File: config.mk
export PLATFORM = sky130hd
export DESIGN_NAME = mem_stage
export DESIGN_NICKNAME = d
export VERILOG_FILES = /design/src/rtl/mem_stage.sv
export SDC_FILE = /design/constraint.sdc
export NUM_CORES = 1
export LEC_CHECK = 0
export CAP_MARGIN = 20
export CORE_UTILIZATION = 45
export DETAILED_ROUTE_END_ITERATION = 16
export PLACE_DENSITY = 0.93
export SYNTH_ARGS = -nofsm -noshare
export SYNTH_HDL_FRONTEND = slang
export SYNTH_SLANG_ARGS = --single-unit
File: constraint.sdc
create_clock -name clk -period 5.4 [get_ports clk]
set_input_delay 1.35 -clock clk [delete_from_list [all_inputs] [get_ports clk]]
set_output_delay 1.35 -clock clk [all_outputs]
set_load 0.01 [all_outputs]
File: src/rtl/mem_stage.sv
`default_nettype none
// ============================================================================
//  Module   : mem_stage
//  Purpose  : LA32R-style memory-access stage between execute and writeback;
//             drives an SRAM-like req/addr_ok/data_ok bus for loads/stores.
//  Revision : 1.0  initial release
// ============================================================================
module mem_stage #(
    parameter int ADDR_W = 32,
    parameter int DATA_W = 32
) (
    input  logic              clk,
    input  logic              rst,
    input  logic              flush_i,
    input  logic              ex_valid_i,
    output logic              ex_allowin_o,
    input  logic [4:0]        ex_reg_write_addr_i,
    input  logic              ex_reg_write_en_i,
    input  logic [DATA_W-1:0] ex_reg_write_data_i,
    input  logic [3:0]        ex_mem_op_i,
    input  logic [DATA_W-1:0] ex_store_data_i,
    output logic              wb_valid_o,
    input  logic              wb_allowin_i,
    output logic [4:0]        wb_reg_write_addr_o,
    output logic              wb_reg_write_en_o,
    output logic [DATA_W-1:0] wb_reg_write_data_o,
    output logic              wb_ale_o,
    output logic              data_req_o,
    output logic              data_we_o,
    output logic [ADDR_W-1:0] data_addr_o,
    output logic [3:0]        data_wstrb_o,
    output logic [DATA_W-1:0] data_wdata_o,
    input  logic              data_addr_ok_i,
    input  logic              data_data_ok_i,
    input  logic [DATA_W-1:0] data_rdata_i
);

    localparam logic [3:0] c_OP_NONE  = 4'd0;
    localparam logic [3:0] c_OP_LD_B  = 4'd1;
    localparam logic [3:0] c_OP_LD_H  = 4'd2;
    localparam logic [3:0] c_OP_LD_W  = 4'd3;
    localparam logic [3:0] c_OP_LD_BU = 4'd4;
    localparam logic [3:0] c_OP_LD_HU = 4'd5;
    localparam logic [3:0] c_OP_ST_B  = 4'd6;
    localparam logic [3:0] c_OP_ST_H  = 4'd7;
    localparam logic [3:0] c_OP_ST_W  = 4'd8;

    typedef enum logic [2:0] {
        S_EMPTY   = 3'd0,
        S_REQ     = 3'd1,
        S_WAIT    = 3'd2,
        S_DONE    = 3'd3,
        S_DISCARD = 3'd4
    } state_t;

    state_t             state_q, state_d;
    logic [4:0]         wr_addr_q;
    logic               wr_en_q;
    logic [DATA_W-1:0]  data_q;
    logic [3:0]         op_q;
    logic               ale_q;
    logic [DATA_W-1:0]  sdata_q;

    logic [3:0]         w_ex_op;
    logic               w_ex_store;
    logic               w_ex_misal;
    logic               w_capture;
    state_t             w_cap_state;
    logic               w_q_load;
    logic               w_q_store;
    logic [7:0]         w_byte;
    logic [15:0]        w_half;
    logic [DATA_W-1:0]  w_load_data;

    // Undefined op codes behave exactly like "none".
    assign w_ex_op    = (ex_mem_op_i > c_OP_ST_W) ? c_OP_NONE : ex_mem_op_i;
    assign w_ex_store = (w_ex_op >= c_OP_ST_B);
    assign w_ex_misal = (((w_ex_op == c_OP_LD_H) || (w_ex_op == c_OP_LD_HU) || (w_ex_op == c_OP_ST_H))
                            && ex_reg_write_data_i[0])
                      || (((w_ex_op == c_OP_LD_W) || (w_ex_op == c_OP_ST_W))
                            && (ex_reg_write_data_i[1:0] != 2'b00));
    assign w_cap_state = ((w_ex_op != c_OP_NONE) && !w_ex_misal) ? S_REQ : S_DONE;

    assign ex_allowin_o = ((state_q == S_EMPTY) || ((state_q == S_DONE) && wb_allowin_i)) && !flush_i;
    assign w_capture    = ex_valid_i && ex_allowin_o;

    assign w_q_load  = (op_q >= c_OP_LD_B) && (op_q <= c_OP_LD_HU);
    assign w_q_store = (op_q >= c_OP_ST_B) && (op_q <= c_OP_ST_W);

    always_comb begin
        w_byte = data_rdata_i[7:0];
        case (data_q[1:0])
            2'd1:    w_byte = data_rdata_i[15:8];
            2'd2:    w_byte = data_rdata_i[23:16];
            2'd3:    w_byte = data_rdata_i[31:24];
            default: w_byte = data_rdata_i[7:0];
        endcase
        w_half = data_q[1] ? data_rdata_i[31:16] : data_rdata_i[15:0];
        case (op_q)
            c_OP_LD_B:  w_load_data = {{24{w_byte[7]}}, w_byte};
            c_OP_LD_BU: w_load_data = {24'd0, w_byte};
            c_OP_LD_H:  w_load_data = {{16{w_half[15]}}, w_half};
            c_OP_LD_HU: w_load_data = {16'd0, w_half};
            default:    w_load_data = data_rdata_i;
        endcase
    end

    always_ff @(posedge clk) begin
        if (rst) begin
            state_q <= S_EMPTY;
        end else begin
            state_q <= state_d;
        end
    end

    always_comb begin
        state_d      = state_q;
        data_req_o   = 1'b0;
        data_we_o    = 1'b0;
        data_addr_o  = '0;
        data_wstrb_o = 4'b0000;
        data_wdata_o = '0;
        case (state_q)
            S_EMPTY: begin
                if (w_capture) state_d = w_cap_state;
            end
            S_REQ: begin
                data_req_o  = 1'b1;
                data_we_o   = w_q_store;
                data_addr_o = {data_q[ADDR_W-1:2], 2'b00};
                case (op_q)
                    c_OP_ST_B: begin
                        data_wstrb_o = 4'b0001 << data_q[1:0];
                        data_wdata_o = {4{sdata_q[7:0]}};
                    end
                    c_OP_ST_H: begin
                        data_wstrb_o = 4'b0011 << data_q[1:0];
                        data_wdata_o = {2{sdata_q[15:0]}};
                    end
                    c_OP_ST_W: begin
                        data_wstrb_o = 4'b1111;
                        data_wdata_o = sdata_q;
                    end
                    default: begin
                        data_wstrb_o = 4'b0000;
                        data_wdata_o = '0;
                    end
                endcase
                if (flush_i)             state_d = data_addr_ok_i ? S_DISCARD : S_EMPTY;
                else if (data_addr_ok_i) state_d = S_WAIT;
            end
            S_WAIT: begin
                if (data_data_ok_i) state_d = flush_i ? S_EMPTY : S_DONE;
                else if (flush_i)   state_d = S_DISCARD;
            end
            S_DONE: begin
                if (flush_i)           state_d = S_EMPTY;
                else if (wb_allowin_i) state_d = w_capture ? w_cap_state : S_EMPTY;
            end
            S_DISCARD: begin
                if (data_data_ok_i) state_d = S_EMPTY;
            end
            default: state_d = S_EMPTY;
        endcase
    end

    always_ff @(posedge clk) begin
        if (rst) begin
            wr_addr_q <= 5'd0;
            wr_en_q   <= 1'b0;
            data_q    <= '0;
            op_q      <= 4'd0;
            ale_q     <= 1'b0;
            sdata_q   <= '0;
        end else if (w_capture) begin
            wr_addr_q <= ex_reg_write_addr_i;
            wr_en_q   <= ex_reg_write_en_i && !w_ex_store && !w_ex_misal;
            data_q    <= ex_reg_write_data_i;
            op_q      <= w_ex_op;
            ale_q     <= w_ex_misal;
            sdata_q   <= ex_store_data_i;
        end else if ((state_q == S_WAIT) && data_data_ok_i && !flush_i && w_q_load) begin
            data_q    <= w_load_data;
        end
    end

    assign wb_valid_o          = (state_q == S_DONE);
    assign wb_reg_write_addr_o = wr_addr_q;
    assign wb_reg_write_en_o   = wr_en_q;
    assign wb_reg_write_data_o = data_q;
    assign wb_ale_o            = ale_q;

endmodule
`default_nettype wire

==> qor.yml, run 1 <==
sta:
  setup_viol: 0
  fin_crit_ps: 4610
  timing.fmax_ghz: 0.217
  rsz0062_at_grt: "no"
  period_share_pct: 85.3
  setup_tns_ps: 0
  skew_ps: 12.1
  setup_slack_ps: 792
  max_slew_margin_pct: 35.4
  slew_violations: 0
  hold_viol_final: 0
  tightest_slew_ps: 964
die:
  rows: 37
  die-area_mm2: 0.0111
  start_util_pct: 46.5
  coreArea_mm2: 0.0103
  ios: 224
  die_w_um: 105
  die_y_um: 105
synth:
  synthTopCellsByArea: "dfxtp_1 (33%), nand2_1 (10%), a21oi_1 (9.4%)"
  syn_avg_cell_area_um2: 7.62
  synth.largest_area_cell: "dfxtp_1"
  yosysWarnings: 0
  yosysSeqAreaShare_pct: 32.5
  netlist_instances: 630
  synth_area_mm2: 0.00480
  ys_ff_latch: 78
  synth_top_area_share_pct: 32.5
  synth_edf_count: 0
  synthArstFlopShare_pct: 0
  synth_cell_types: 61
  ys.flop_type: "dfxtp_1"
flow_run:
  cap_violations: 0
power:
  p_leak_uw: 0.00239
  power_uw: 1730
  p_per_area_mw_per_mm2: 241
  ir_worst_vdd_v: 0.000164
routing:
  ant_nets: 0
  avgRoutedWirePerCell_um: 18.8
  drt_first_iter_violations: 516
  drt-total-wl_um: 17900
  drt-vias-per-instance: 5.98
  via_count: 5709
  route.detailed.drc: 0
  dr.pass1.iters: 5
clocking:
  cts_buffers: 9
  clk_transition_reported_paths_ps: 90
  cts_hold_buf: 0
  insertion_delay_ps: 360
  htreeDepth: 3
  cts_tree: "built"
  clock_path_buffers: 2
  post_cts_resized: 0
  numClockSinks: 78
  post-cts-setup-buffers: 0
  clockRootBuffer: "clkbuf_8"
layout:
  instances_no_fill: 954
  fin_util_pct: 69.6
  syn_to_final_growth_pct: 49.5
  seq_area_mm2: 0.00156
  multi_input_comb_area_mm2: 0.00295
  nNetsFinal: 926
  drive_above_1_share_pct: 7.21
  fill_cells: 801
  antennaDiodeCount: 0
min_path:
  hp-class: "register to register"
grt:
  grt_usage_pct: 31.4
  first_global_vias: 5522
  grt_max_degree: 65
  antenna_found_initial: 0
  gr-total-overflow: 0
  grt_pass1_wl_um: 27700
placed_design:
  dpl.cell_count: 938
  dp_worst_setup_slack_ps: 1230
  place_hpwl_um: 12800
  routabilityCongestion: 0.907
  portBuffers: 221
setup_path:
  crit_path_top_delay_cell: "nor2_1"
  cp-start-kind: "register"
  endpoint_kind: "primary output"
  worstPathRequired_ps: 4050
  cp.arrival_ps: 3260
  crit_fanout: 27
  crit_chain: "nor3_2, and2_1, buf_4, nor2_1, nor2_1, and2_1, clkdlybuf4s50_1"
  worst-path-buf-inv: 2
  crit_family: "simple AND/OR/NAND/NOR gates"
  cpPeakStageDelay_ps: 590
  critPathKind: "register to primary output"
outcome:
  status: "finished clean"
## sequential cells by signal, summed over array words and instances, names as in the netlist
| register | cells |
|---|---|
| op_q | 4 |
| sdata_q | 32 |
| state_q | 3 |
| wb_ale_o | 1 |
| wb_reg_write_addr_o | 5 |
| wb_reg_write_data_o | 32 |
| wb_reg_write_en_o | 1 |
## path summary, 6_finish.rpt
check | from | slack, ps | to | cells past startpoint
worst max-delay path | op_q[1] | 790 | data_wdata_o[3] | 7
worst min-delay path | wb_reg_write_addr_o[1] | 460 | wb_reg_write_addr_o[1] | 2
worst max register to register | state_q[0] | 2880 | wb_ale_o | 5
worst min register to register | wb_reg_write_addr_o[1] | 460 | wb_reg_write_addr_o[1] | 2
## where the power goes
group,switching (µW),internal [µW],leakage (µW)
sequential,60.1,632,0.000636
clock,239,229,0.000103
combinational,303,270,0.00165
## area by class of cell
class                   count  share of cell area (%)
inverters                   6                   0.314
multi-input cells         488                    41.0
flip-flops and latches     78                    21.7
repair buffers            230                    31.7
clock buffers              10                    1.92
clock inverters             6                   0.958
well taps                 136                    2.37
## worst reg2reg max path: stages (launching register included)
cell	delay, ps
dfxtp_1	590
and3_1	330
o211a_2	770
buf_4	470
o21ai_0	140
a21oi_1	160
## metal layers
| layer | routed length, µm | part of all wire, % | vias to the layer above | global-route usage, % |
|---|---|---|---|---|
| met3 | 1850 | 10 | 38 | 7.92 |
| met2 | 8790 | 49 | 344 | 54.7 |
| met4 | 443 | 2.5 | 0 | 11.9 |
| met1 | 6830 | 38 | 2699 | 36.8 |
| met5 | 0 | 0 | - | 0 |
| li1 | - | - | 2628 | - |
## cells in the final DEF (no fill, tap or decap), types with 3 or more instances in the layout
| master | synthesis | final |
|---|---|---|
| mux2_2 | 8 | 8 |
| maj3_1 | 3 | 3 |
| nor2_1 | 29 | 29 |
| o221ai_1 | 9 | 9 |
| o221a_2 | 5 | 5 |
| buf_4 | 5 | 9 |
| nor2b_1 | 6 | 6 |
| a211oi_1 | 4 | 4 |
| a21oi_1 | 90 | 90 |
| mux2i_1 | 9 | 9 |
| o21ai_0 | 25 | 25 |
| mux4_2 | 8 | 8 |
| inv_1 | 6 | 6 |
| clkbuf_8 | 0 | 10 |
| a221oi_1 | 8 | 8 |
| and2_1 | 39 | 39 |
| dfxtp_1 | 78 | 78 |
| nand2b_1 | 6 | 6 |
| or3b_2 | 3 | 3 |
| o21ai_1 | 3 | 3 |
| a22oi_1 | 26 | 26 |
| a32o_1 | 5 | 5 |
| nand3_1 | 10 | 10 |
| clkdlybuf4s50_1 | 0 | 220 |
| o22ai_1 | 16 | 16 |
| o21a_1 | 4 | 4 |
| nand2_1 | 131 | 131 |
## synth_stat cells (2+ instances only)
cell / n
a221oi_1: 8
mux2i_1: 9
nor3b_1: 2
mux4_2: 8
nor2_1: 29
and3_1: 2
maj3_1: 3
o221ai_1: 9
nor2b_1: 6
o211ai_1: 2
o21ai_1: 3
o21a_1: 4
o21ai_0: 25
dfxtp_1: 78
nor4_1: 2
nand2b_1: 6
a211oi_1: 4
nor3_2: 2
nand3b_1: 2
inv_1: 6
or3b_2: 3
a22oi_1: 26
buf_2: 21
a32o_1: 5
nor4b_1: 2
mux2_2: 8
buf_4: 5
and2_1: 39
nand4b_1: 2
nand2_1: 131
a21oi_1: 90
clkbuf_1: 27
o221a_2: 5
buf_1: 4
nand3_1: 10
nor3_1: 2
o22ai_1: 16
## cell families after synthesis
logic type / synth area share (%)
and+or+nand+nor: 25.1
AOI/OAI and AO/OA: 27.5
DFF: 32.5
buffers and inverters: 6.20
muxes: 7.81
adders and majority gates: 0.625
other: 0.0781
xor gates and xnor gates: 0.182
## metrics by stage
| step | hold WS (ps) | instance area, µm² |
|---|---|---|
| 6_report | 463 | 7180 |
| 3_5_place_dp | 450 | 6980 |
| 5_1_grt | 483 | 7180 |
| 3_3_place_gp | 442 | 6980 |
| 4_1_cts | 462 | 7180 |
| 2_1_floorplan | 437 | 4810 |
Note: power is estimated with default switching activity, not from simulation.
==> run 2: changes to the inputs <==
- CORE_MARGIN: unset -> 10
==> qor.yml, run 2 (same netlist as run 1, synthesis figures left out) <==
outcome:
  status: "finished clean"  # unchanged
clocking:
  cts_hold_buf: 0  # unchanged
  cts_tree: "built"  # unchanged
  cts_buffers: 9  # unchanged
  numClockSinks: 78  # unchanged
  post-cts-setup-buffers: 0  # unchanged
  clockRootBuffer: "clkbuf_8"  # unchanged
  insertion_delay_ps: 360  # about the same
  htreeDepth: 3  # unchanged
  clock_path_buffers: 2  # unchanged
  post_cts_resized: 0  # unchanged
  clk_transition_reported_paths_ps: 80  # was 90 ps
layout:
  nNetsFinal: 926  # unchanged
  instances_no_fill: 954  # unchanged
  antennaDiodeCount: 0  # unchanged
  drive_above_1_share_pct: 7.21  # unchanged
  layout_common_cells: "clkdlybuf4s50_1 (220), nand2_1 (131), a21oi_1 (90)"  # unchanged
  syn_to_final_growth_pct: 49.7  # was 49.5%
  final_common_cell: "clkdlybuf4s50_1"  # unchanged
min_path:
  hp-class: "register to register"  # unchanged
grt:
  first_global_vias: 5592  # was 5522
  grt_pass1_wl_um: 29900  # was 27700 µm
  grt_max_degree: 45  # was 65
  gr-total-overflow: 0  # unchanged
  grt_usage_pct: 24.6  # was 31.4%
  antenna_found_initial: 0  # unchanged
flow_run:
  cap_violations: 0  # unchanged
routing:
  drt_first_iter_violations: 639  # was 516
  route.detailed.drc: 0  # unchanged
  dr.pass1.iters: 5  # unchanged
  drt-total-wl_um: 19700  # was 17900 µm
  via_count: 5706  # was 5709
  ant_nets: 0  # unchanged
  avgRoutedWirePerCell_um: 20.7  # was 18.8 µm
  drt-vias-per-instance: 5.98  # about the same
die:
  die_y_um: 123  # was 105 µm
  die_w_um: 123  # was 105 µm
  rows: 37  # unchanged
  die-area_mm2: 0.0152  # was 0.0111 mm²
  ios: 224  # unchanged
  start_util_pct: 46.3  # was 46.5%
  coreArea_mm2: 0.0104  # was 0.0103 mm²
sta:
  fin_crit_ps: 4590  # was 4610 ps
  timing.fmax_ghz: 0.218  # was 0.217 GHz
  tightest_slew_ps: 1010  # was 964 ps
  rsz0062_at_grt: "no"  # unchanged
  period_share_pct: 85.0  # was 85.3%
  hold_viol_final: 0  # unchanged
  max_slew_margin_pct: 32.2  # was 35.4%
  setup_tns_ps: 0  # unchanged
  skew_ps: 8.27  # was 12.1 ps
  setup_viol: 0  # unchanged
  slew_violations: 0  # unchanged
  timing.hold.ws_ps: 456  # was 463 ps
placed_design:
  portBuffers: 221  # unchanged
  routabilityCongestion: 0.908  # was 0.907
  place_hpwl_um: 14700  # was 12800 µm
  dpl.cell_count: 938  # unchanged
setup_path:
  crit_path_top_delay_cell: "nor2_1"  # unchanged
  reg2reg_slack_ps: 2850  # was 2880 ps
  cpPeakStageDelay_ps: 550  # was 590 ps
  crit_chain: "nor3_2, and2_1, buf_4, nor2_1, nor2_1, and2_1, clkdlybuf4s50_1"  # unchanged
  cp.arrival_ps: 3240  # was 3260 ps
  crit_fanout: 27  # unchanged
  crit_family: "simple AND/OR/NAND/NOR gates"  # unchanged
  critPathKind: "register to primary output"  # unchanged
  endpoint_kind: "primary output"  # unchanged
  worst-path-buf-inv: 2  # unchanged
  worstPathRequired_ps: 4050  # about the same
  cp-start-kind: "register"  # unchanged
power:
  p_per_area_mw_per_mm2: 244  # was 241 mW/mm²
  p_leak_uw: 0.00240  # was 0.00239 µW
  ir_worst_vdd_v: 0.000143  # was 0.000164 V
-- run 2: area by class of cell --
| cell class | count | area [µm²] |
|---|---|---|
| clock buffer | 9 | 124 |
| clock inverter | 7 | 88.8 |
| fill | 835 | 3180 |
| inverter | 6 | 22.5 |
| multi-input combinational | 488 | 2950 |
| sequential | 78 | 1560 |
| tap | 136 | 170 |
| timing repair buffer | 230 | 2270 |
-- run 2: routing by layer --
layer	vias to the layer above	share of wire (%)	track usage (%)
met2	367	47	40.3
met3	51	13	9.02
li1	2623	-	-
met4	0	3.5	10.4
met1	2665	37	28.4
met5	-	0	0
-- run 2: per-stage QoR --
stage | utilization (%) | area [µm²] | power, µW | setup slack (ps)
6_report | 69.3 | 7190 | 1750 | 812
5_1_grt | 69.3 | 7190 | 1830 | 549
4_1_cts | 69.3 | 7190 | 1740 | 836
3_5_place_dp | 67.3 | 6980 | 1270 | 1240
3_3_place_gp | 67.3 | 6980 | 1250 | 1250
2_1_floorplan | - | 4810 | 1010 | 2210
-- run 2: worst min-delay path, stage by stage, from the launching register on --
cell and delay, ps:
dfxtp_1 310, nand2_1 50, a21oi_1 50
-- run 2: where the power goes --
| part | internal (µW) | switching, µW | total (µW) |
|---|---|---|---|
| sequential | 632 | 58.6 | 691 |
| combinational | 270 | 302 | 572 |
| clock | 258 | 232 | 490 |
-- run 2: final timing paths --
check                         startpoint                 endpoint  depth (start not counted)
setup / recovery                 op_q[1]          data_wdata_o[0]                          7
hold / removal    wb_reg_write_addr_o[4]   wb_reg_write_addr_o[4]                          2
setup reg to reg                 op_q[1]  wb_reg_write_data_o[17]                          5
hold reg to reg   wb_reg_write_addr_o[4]   wb_reg_write_addr_o[4]                          2
==> run 3: changes to the inputs <==
- CORE_UTILIZATION: 45 -> 38
- PLACE_DENSITY: 0.93 -> 0.84
- clock period: 5.4 -> 4 ns (I/O delays scaled with it)
==> qor.yml, run 3 (same netlist as run 1, synthesis figures left out) <==
outcome:
  status: "finished clean"  # unchanged
die:
  die_w_um: 132  # was 123 µm
  die_y_um: 132  # was 123 µm
  ios: 224  # unchanged
  start_util_pct: 38.4  # was 46.3%
  die-area_mm2: 0.0175  # was 0.0152 mm²
  rows: 41  # was 37
  coreArea_mm2: 0.0125  # was 0.0104 mm²
setup_path:
  critPathKind: "register to primary output"  # unchanged
  worstPathRequired_ps: 3000  # was 4050 ps
  cp.arrival_ps: 2760  # was 3240 ps
  cp-start-kind: "register"  # unchanged
  endpoint_kind: "primary output"  # unchanged
  crit_fanout: 27  # unchanged
layout:
  fill_cells: 1140  # was 835
  antennaDiodeCount: 0  # unchanged
  drive_above_1_share_pct: 8.11  # was 7.21%
  final_common_cell: "clkdlybuf4s50_1"  # unchanged
  instances_no_fill: 998  # was 954
  syn_to_final_growth_pct: 53.8  # was 49.7%
  nNetsFinal: 934  # was 926
  postLayoutCellArea_mm2: 0.00739  # was 0.00719 mm²
  layout_common_cells: "clkdlybuf4s50_1 (220), nand2_1 (131), a21oi_1 (90)"  # unchanged
min_path:
  hp-class: "register to register"  # unchanged
sta:
  fin_crit_ps: 3760
  tightest_slew_ps: 916  # was 1010 ps
  hold_viol_final: 0  # unchanged
  period_share_pct: 94.0
  skew_ps: 12.0  # was 8.27 ps
  timing.hold.ws_ps: 454  # was 456 ps
  timing.fmax_ghz: 0.266
  rsz0062_at_grt: "no"  # unchanged
  setup_tns_ps: 0  # unchanged
  max_slew_margin_pct: 38.6  # was 32.2%
  setup_viol: 0  # unchanged
  slew_violations: 0  # unchanged
power:
  p_per_area_mw_per_mm2: 341  # was 244 mW/mm²
  p_leak_uw: 0.00247  # was 0.00240 µW
  ir_worst_vdd_v: 0.000201  # was 0.000143 V
  power_uw: 2520  # was 1750 µW
grt:
  grt_max_degree: 40  # was 45
  first_global_vias: 5285  # was 5592
  grt_usage_pct: 20.6  # was 24.6%
  grt_pass1_wl_um: 29400  # was 29900 µm
  gr-total-overflow: 0  # unchanged
  antenna_found_initial: 0  # unchanged
clocking:
  clockRootBuffer: "clkbuf_16"  # was clkbuf_8
  cts_tree: "built"  # unchanged
  numClockSinks: 78  # unchanged
  htreeDepth: 3  # unchanged
  clk_transition_reported_paths_ps: 60  # was 80 ps
  clock_path_buffers: 2  # unchanged
  post-cts-setup-buffers: 0  # unchanged
  insertion_delay_ps: 350  # was 360 ps
  cts_buffers: 9  # unchanged
routing:
  wl_met3_um: 2020  # was 2480 µm
  avgRoutedWirePerCell_um: 19.2  # was 20.7 µm
  dr.pass1.iters: 6  # was 5
  m1WireLength_um: 7830  # was 7330 µm
  drt-total-wl_um: 19200  # was 19700 µm
  drt-vias-per-instance: 5.57  # was 5.98
  dr_wl_met2_um: 8860  # was 9240 µm
  via_count: 5563  # was 5706
  route.detailed.drc: 0  # unchanged
  ant_nets: 0  # unchanged
  dr.max_layer_used: "met4"  # unchanged
  drt_first_iter_violations: 509  # was 639
placed_design:
  placed_area_mm2: 0.00709  # was 0.00698 mm²
  portBuffers: 221  # unchanged
  place_hpwl_um: 14400  # was 14700 µm
  dpl.cell_count: 982  # was 938
  routabilityCongestion: 0.907  # was 0.908
flow_run:
  cap_violations: 0  # unchanged
run 3: cell count changes in the layout (fill, tap and decap cells not counted), sizes merged:
cell      change
clkinv        -3
bufinv        -2
inv           -1
clkbuf        +4
buf           +8
clkinvlp      +2
run 3: stage by stage:
stage                     util, %  setup WS (ps)
after floorplan                 -           1370
after global placement       56.7            497
after detailed placement     56.7            477
after CTS                    59.0           73.8
after global routing         59.0            116
final                        59.0            239
run 3: metal layers:
layer  global-route usage, %  up-vias
met5                       0        -
met4                    7.15        0
met3                    7.91       49
met2                    33.0      289
met1                    24.7     2582
li1                        -     2643
run 3: timing repair:
item	CTS	global route
hold buffers	0	0
resized for setup	0	1
setup endpoints to repair	0	1
run 3: path summary, 6_finish.rpt:
path / from / endpoint / slack (ps) / depth (start not counted)
worst max register to register: state_q[0] / wb_reg_write_data_o[30] / 1520 / 5
worst min-delay path: wb_reg_write_addr_o[0] / wb_reg_write_addr_o[0] / 450 / 2
worst max-delay path: state_q[0] / data_wdata_o[1] / 240 / 6
worst min register to register: wb_reg_write_addr_o[0] / wb_reg_write_addr_o[0] / 450 / 2
run 3: critical path: stages (launching register included):
cell and delay (ps):
dfxtp_1 590, or3b_2 560, buf_4 250, nor2_1 130, buf_4 180, and2_1 160, clkdlybuf4s50_1 560
run 3: cell type report:
class | instances | area (µm²) | share of cell area [%]
Clock buffer | 13 | 270 | 3.66
Tap cell | 172 | 215 | 2.91
Multi-Input combinational cell | 488 | 2950 | 39.9
Timing Repair Buffer | 238 | 2350 | 31.8
Inverter | 6 | 26.3 | 0.356
Sequential cell | 78 | 1560 | 21.1
Clock inverter | 3 | 17.5 | 0.237
run 3: power breakdown:
part | internal, µW | switching (µW)
Clock | 469 | 329
Sequential | 855 | 74.2
Combinational | 380 | 413
Total | 1700 | 816
